--- src/rtl/divider_pkg.sv ---
// Shared types and constants for the iterative restoring divider.
package divider_pkg;

    localparam int unsigned DIV_WIDTH_MAX = 32;

    typedef enum logic [1:0] {
        IDLE,
        BUSY,
        DONE
    } divider_state_t;

    // Iteration counter width: must hold WIDTH-1.
    function automatic int unsigned cnt_width(input int unsigned width);
        return (width < 2) ? 1 : $clog2(width);
    endfunction

endpackage

--- src/rtl/divider_seq_step.sv ---
// One restoring-division step: shift in a dividend bit, compare, subtract or restore.
module divider_seq_step #(
    parameter int unsigned WIDTH = 8
) (
    input  logic [WIDTH-1:0] rem,
    input  logic             bit_in,
    input  logic [WIDTH-1:0] divisor,
    output logic [WIDTH-1:0] rem_next_c,
    output logic             q_bit_c
);

    logic [WIDTH:0] shifted;
    logic [WIDTH:0] diff;

    // One extra bit so the shifted remainder can never wrap before the compare.
    always_comb begin
        shifted    = {rem, bit_in};
        diff       = shifted - {1'b0, divisor};
        q_bit_c    = (shifted >= {1'b0, divisor});
        rem_next_c = q_bit_c ? diff[WIDTH-1:0] : shifted[WIDTH-1:0];
    end

endmodule

--- src/rtl/divider_seq.sv ---
// Iterative restoring divider, one quotient bit per clock, valid/ready on both sides.
// Define DIVIDER_SEQ_SIGNED_EN to add the signed_mode port (two's-complement, truncating).
module divider_seq
    import divider_pkg::*;
#(
    parameter int unsigned WIDTH = 8
) (
    input  logic             clk,
    input  logic             rst_n,
    input  logic             in_valid,
`ifdef DIVIDER_SEQ_SIGNED_EN
    input  logic             signed_mode,
`endif
    output logic             in_ready,
    input  logic [WIDTH-1:0] dividend,
    input  logic [WIDTH-1:0] divisor,
    output logic             out_valid,
    input  logic             out_ready,
    output logic [WIDTH-1:0] quotient,
    output logic [WIDTH-1:0] remainder,
    output logic             div_by_zero
);

    localparam int unsigned   CW       = cnt_width(WIDTH);
    localparam logic [CW-1:0] CNT_LAST = CW'(WIDTH - 1);

    divider_state_t   state;
    logic [CW-1:0]    cnt;
    logic [WIDTH-1:0] dvd;
    logic [WIDTH-1:0] dvs;
    logic [WIDTH-1:0] rem;
    logic [WIDTH-2:0] quo;

    logic [WIDTH-1:0] a_mag;
    logic [WIDTH-1:0] b_mag;
    logic [WIDTH-1:0] rem_next;
    logic             q_bit;
    logic [WIDTH-1:0] q_fin;
    logic [WIDTH-1:0] q_res;
    logic [WIDTH-1:0] r_res;

`ifdef DIVIDER_SEQ_SIGNED_EN
    logic a_neg;
    logic b_neg;
    logic neg_q;
    logic neg_r;
`endif

    divider_seq_step #(.WIDTH(WIDTH)) u_step (
        .rem        (rem),
        .bit_in     (dvd[WIDTH-1]),
        .divisor    (dvs),
        .rem_next_c (rem_next),
        .q_bit_c    (q_bit)
    );

    assign q_fin = {quo, q_bit};

    // Operand magnitudes at accept and sign restoration of the final step.
    always_comb begin
        a_mag = dividend;
        b_mag = divisor;
        q_res = q_fin;
        r_res = rem_next;
`ifdef DIVIDER_SEQ_SIGNED_EN
        a_neg = signed_mode & dividend[WIDTH-1];
        b_neg = signed_mode & divisor[WIDTH-1];
        if (a_neg) a_mag = WIDTH'(0) - dividend;
        if (b_neg) b_mag = WIDTH'(0) - divisor;
        if (neg_q) q_res = WIDTH'(0) - q_fin;
        if (neg_r) r_res = WIDTH'(0) - rem_next;
`endif
    end

    always_ff @(posedge clk or negedge rst_n) begin
        if (!rst_n) begin
            state       <= IDLE;
            cnt         <= '0;
            dvd         <= '0;
            dvs         <= '0;
            rem         <= '0;
            quo         <= '0;
            in_ready    <= 1'b0;
            out_valid   <= 1'b0;
            quotient    <= '0;
            remainder   <= '0;
            div_by_zero <= 1'b0;
`ifdef DIVIDER_SEQ_SIGNED_EN
            neg_q       <= 1'b0;
            neg_r       <= 1'b0;
`endif
        end else begin
            case (state)
                IDLE: begin
                    in_ready <= 1'b1;
                    if (in_valid && in_ready) begin
                        in_ready <= 1'b0;
                        dvd      <= a_mag;
                        dvs      <= b_mag;
                        rem      <= '0;
                        quo      <= '0;
`ifdef DIVIDER_SEQ_SIGNED_EN
                        neg_q    <= a_neg ^ b_neg;
                        neg_r    <= a_neg;
`endif
                        // Zero divisor short-circuits with the legacy all-ones result.
                        if (divisor == '0) begin
                            state       <= DONE;
                            out_valid   <= 1'b1;
                            quotient    <= '1;
                            remainder   <= dividend;
                            div_by_zero <= 1'b1;
                        end else begin
                            state <= BUSY;
                            cnt   <= CNT_LAST;
                        end
                    end
                end
                BUSY: begin
                    rem <= rem_next;
                    quo <= q_fin[WIDTH-2:0];
                    dvd <= {dvd[WIDTH-2:0], 1'b0};
                    if (cnt == '0) begin
                        state       <= DONE;
                        out_valid   <= 1'b1;
                        quotient    <= q_res;
                        remainder   <= r_res;
                        div_by_zero <= 1'b0;
                    end else begin
                        cnt <= cnt - CW'(1);
                    end
                end
                DONE: begin
                    if (out_ready) begin
                        state     <= IDLE;
                        out_valid <= 1'b0;
                        in_ready  <= 1'b1;
                    end
                end
                default: begin
                    state <= IDLE;
                end
            endcase
        end
    end

endmodule

--- config.mk ---
export PLATFORM = sky130hd
export DESIGN_NAME = divider_seq
export DESIGN_NICKNAME = d
export VERILOG_FILES = /design/src/rtl/divider_pkg.sv /design/src/rtl/divider_seq_step.sv /design/src/rtl/divider_seq.sv
export SDC_FILE = /design/constraint.sdc
export NUM_CORES = 1
export LEC_CHECK = 0
export CAP_MARGIN = 10
export CORE_ASPECT_RATIO = 1.75
export CORE_MARGIN = 2
export CORE_UTILIZATION = 54
export DETAILED_ROUTE_END_ITERATION = 10
export PLACE_DENSITY = 0.87
export SLEW_MARGIN = 15
export SYNTH_ARGS = -nofsm -noshare
export SYNTH_HDL_FRONTEND = slang
export SYNTH_SLANG_ARGS = --single-unit
--- constraint.sdc ---
create_clock -name clk -period 2.8 [get_ports clk]
set_input_delay 0.56 -clock clk [delete_from_list [all_inputs] [get_ports clk]]
set_output_delay 0.56 -clock clk [all_outputs]
set_load 0.005 [all_outputs]
==> summary.txt <==
Worst setup path
  • Reg2Reg Depth: 7
  • RR Startpoint: rem[2]
  • CP Capture Type: flop
  • Maximum net fanout on the critical path: 11
  • Crit Path Category: reg -> reg
  • R2r endpoint: remainder[0]
  • Worst reg2reg setup slack: roughly 0.32 ns
  • Arr. time, crit path: 2.71 ns
  • CP required: 3.03 ns
  • Crit start category: flop

Placed design
  • RePlAce Congestion: approximately 0.95
  • Post-place setup slack: 0.339 ns
  • Cell Count Post-Placement: 381
  • Post-DP HPWL: 4830 um
  • Port Buf Inserts: 38
  • Cell Area, Placed: 3250 um2

Synthesis
  • EDFF count, synth: 0
  • Synth cell types: 47
  • Avg Inst Size Synth: 9.55 um2
  • Syn Inst Count: 295
  • Yosys top cell area share: 0.489
  • Syn Nets: 326
  • Synth Area in XOR/XNOR: 0.00933
  • Mux cell area share after synthesis: 0.0298
  • Adder-Cell Fraction of Synth Area: 0.0515
  • Count leader, synth: nand2_1
  • Mapped Area: around 2800 um2
  • Largest cells by area after synthesis: dfrtp_1, nand2_1, o21ai_0
  • Largest family of logic cells by synthesized area: compound AO/OA/AOI/OAI gates
  • Post-synth top area cell: dfrtp_1
  • Most frequently used flop master after synthesis: dfrtp_1
  • Post-Synth Simple-Gate Area: 0.156
  • Number of synthesized register bits: 55
  • Asr flop ratio synth: 1.00
  • Seq/Total Area, Yosys: 0.489
  • Synth top cells by count: nand2_1, dfrtp_1, o21ai_0, a21oi_1, o22ai_1
  • Compound-Gate Fraction of Synth Area: 0.223
  • Yosys warns: 0

Pwr
  • Psw: ~1900 uW
  • Worst vdd ir: approximately 600 uV
  • Static Leak: 0.00152 uW
  • Share of power burned in registers: 0.321
  • Combinational share of power: 0.564
  • Pwr dens: 1320 nW/um2
  • Cell internal pwr: 2540 uW
  • Clock power share: 0.115
  • Net Sw Frac: 0.427

GRT
  • Initial antenna violation count: 0
  • Largest net degree at the start of global routing: 37
  • Gr usage total: 0.242
  • Vias in the first global route: about 2.4k
  • Grt ovf: 0
  • Global-route wire length before repair: 11000 um

Clock network
  • CTS tree: yes
  • Post_cts resized: 0
  • Clk Latency, worst-skew pair: 0.31 ns
  • Max Buffers Root-to-Sink: 2
  • # hold bufs at CTS: 0
  • Root Buffer: clkbuf_8
  • H-Tree Depth: 2
  • Sink Count: between 50 and 60
  • Reg clk slew, reported paths: 0.10 ns
  • Setup bufs post-CTS: 0
  • Number of buffers created by CTS: 5

Layout
  • Diode count: 0
  • Finished Cell Area: 3350 um2
  • Post-Layout Cell Count: 388
  • Nets@finish: roughly 370
  • Fillers: 386
  • Register area: 1380 um2
  • Share of cells above drive strength 1: 0.0898
  • Multi-input logic area: 1330 um2
  • Area growth from synthesis to layout: 19.0%

Die
  • Die footprint: 5830 um2
  • IO Count: 39
  • DIE WIDTH: 58.6 um
  • Core ar.: 5020 um2
  • Row Count: 34
  • Starting Density: 0.561
  • Die Y: 99.5 um

Timing
  • Fmax: ~400 MHz
  • Worst Tran Pin Value: 0.569 ns
  • Worst hold slack: roughly 0.2 ns
  • Slew Limit Headroom: 0.619
  • Tmin final: ~2.5 ns
  • Count of final max-slew check failures: 0
  • RSZ-0062 raised after global routing: no
  • Clock Skew: 0.00885 ns
  • Sum of negative setup slack: 0 ns
  • Fin. Hold Viols: 0
  • Final setup margin: 0.324 ns
  • Fin crit share: 0.884
  • Setup violations, final: 0

Min path
  • Worst Hold Class: in -> async

Status
  • Outcome: complete, but fails checks
  • Failing checks: design-rule violations

Route
  • Initial DRC Count: 105
  • DR pass1 iterations: 7
  • Via count: about 2.3k
  • WL/cell: between 15 and 20 um
  • Routed wire length: 6380 um
  • Via/cell ratio: around 6
  • Final ANT Viol Nets: 0
  • DR DRC count: 2

Job
  • Max_cap viols: 0
==> critical path, cell delays in order, from the launching register on <==
cell and delay [ns]:
dfrtp_1 0.42, ha_1 0.35, a21o_1 0.19, a21oi_2 0.21, o2111ai_1 0.19, nand2_1 0.44, mux2_2 0.42, a21oi_1 0.17
==> cell type report <==
type,count,area share
flip-flops and latches,55,0.411
multi-input cells,214,0.395
repair buffers,45,0.128
clock buffers,5,0.0205
well taps,54,0.0202
inverters,13,0.0146
clock inverters,2,0.0112
==> placed cells by master (no fill, tap or decap), types with 3 or more instances in the layout <==
cell / instances
a21oi_1: 17
a22oi_1: 7
and3_1: 3
buf_4: 7
clkbuf_8: 5
clkdlybuf4s50_1: 37
dfrtp_1: 55
ha_1: 10
inv_1: 13
mux2_2: 3
mux2i_1: 5
nand2_1: 65
nand2b_1: 5
nor2_1: 12
o21a_1: 3
o21ai_0: 28
o22a_1: 5
o22ai_1: 14
==> logic make-up (layout without fill, tap and decap cells) <==
group | Yosys count | in the layout
mux | 8 | 8
buf+inv | 26 | 65
simple gates | 98 | 98
fa+ha+maj | 11 | 11
flops | 55 | 55
compound gates | 94 | 94
xor+xnor | 3 | 3
==> metrics by stage <==
step                 util  power (uW)
floorplan               -        3180
global placement    0.647        3790
detailed placement  0.647        3890
CTS                 0.668        4440
global route        0.668        4790
finish              0.668        4430
==> metal layers <==
| metal | routed length, um | up-vias | share of wire | global-route usage |
|---|---|---|---|---|
| li1 | - | 1107 | - | - |
| met3 | 278 | 29 | 0.044 | 0.0221 |
| met5 | 0 | - | 0 | 0 |
| met4 | 461 | 0 | 0.072 | 0.175 |
| met2 | 3300 | 87 | 0.52 | 0.401 |
| met1 | 2340 | 1095 | 0.37 | 0.284 |
==> power by group through the flow <==
stage / registers [uW] / clock network [uW] / logic, uW
2_1_floorplan: 1360 / 0 / 1820
3_3_place_gp: 1420 / 0 / 2370
3_5_place_dp: 1440 / 0 / 2460
4_1_cts: 1420 / 516 / 2500
5_1_grt: 1470 / 546 / 2780
6_report: 1420 / 512 / 2500
==> registers in the layout (all words and copies together), names as in the netlist <==
name         count
dvd              8
rem              8
remainder        8
quo              7
quotient         8
in_ready         1
cnt              3
dvs              8
div_by_zero      1
out_valid        1
state            2
==> how the worst max path moves through the flow <==
stage,from,endpoint,cells after the start
6_report,rem[2],remainder[0],7
5_1_grt,rem[2],rem[0],7
4_1_cts,rem[2],remainder[0],7
3_5_place_dp,divisor[5],remainder[2],7
3_3_place_gp,divisor[5],remainder[2],7
2_1_floorplan,rem[2],rem[1],8
Note: power is estimated with default switching activity, not from simulation.
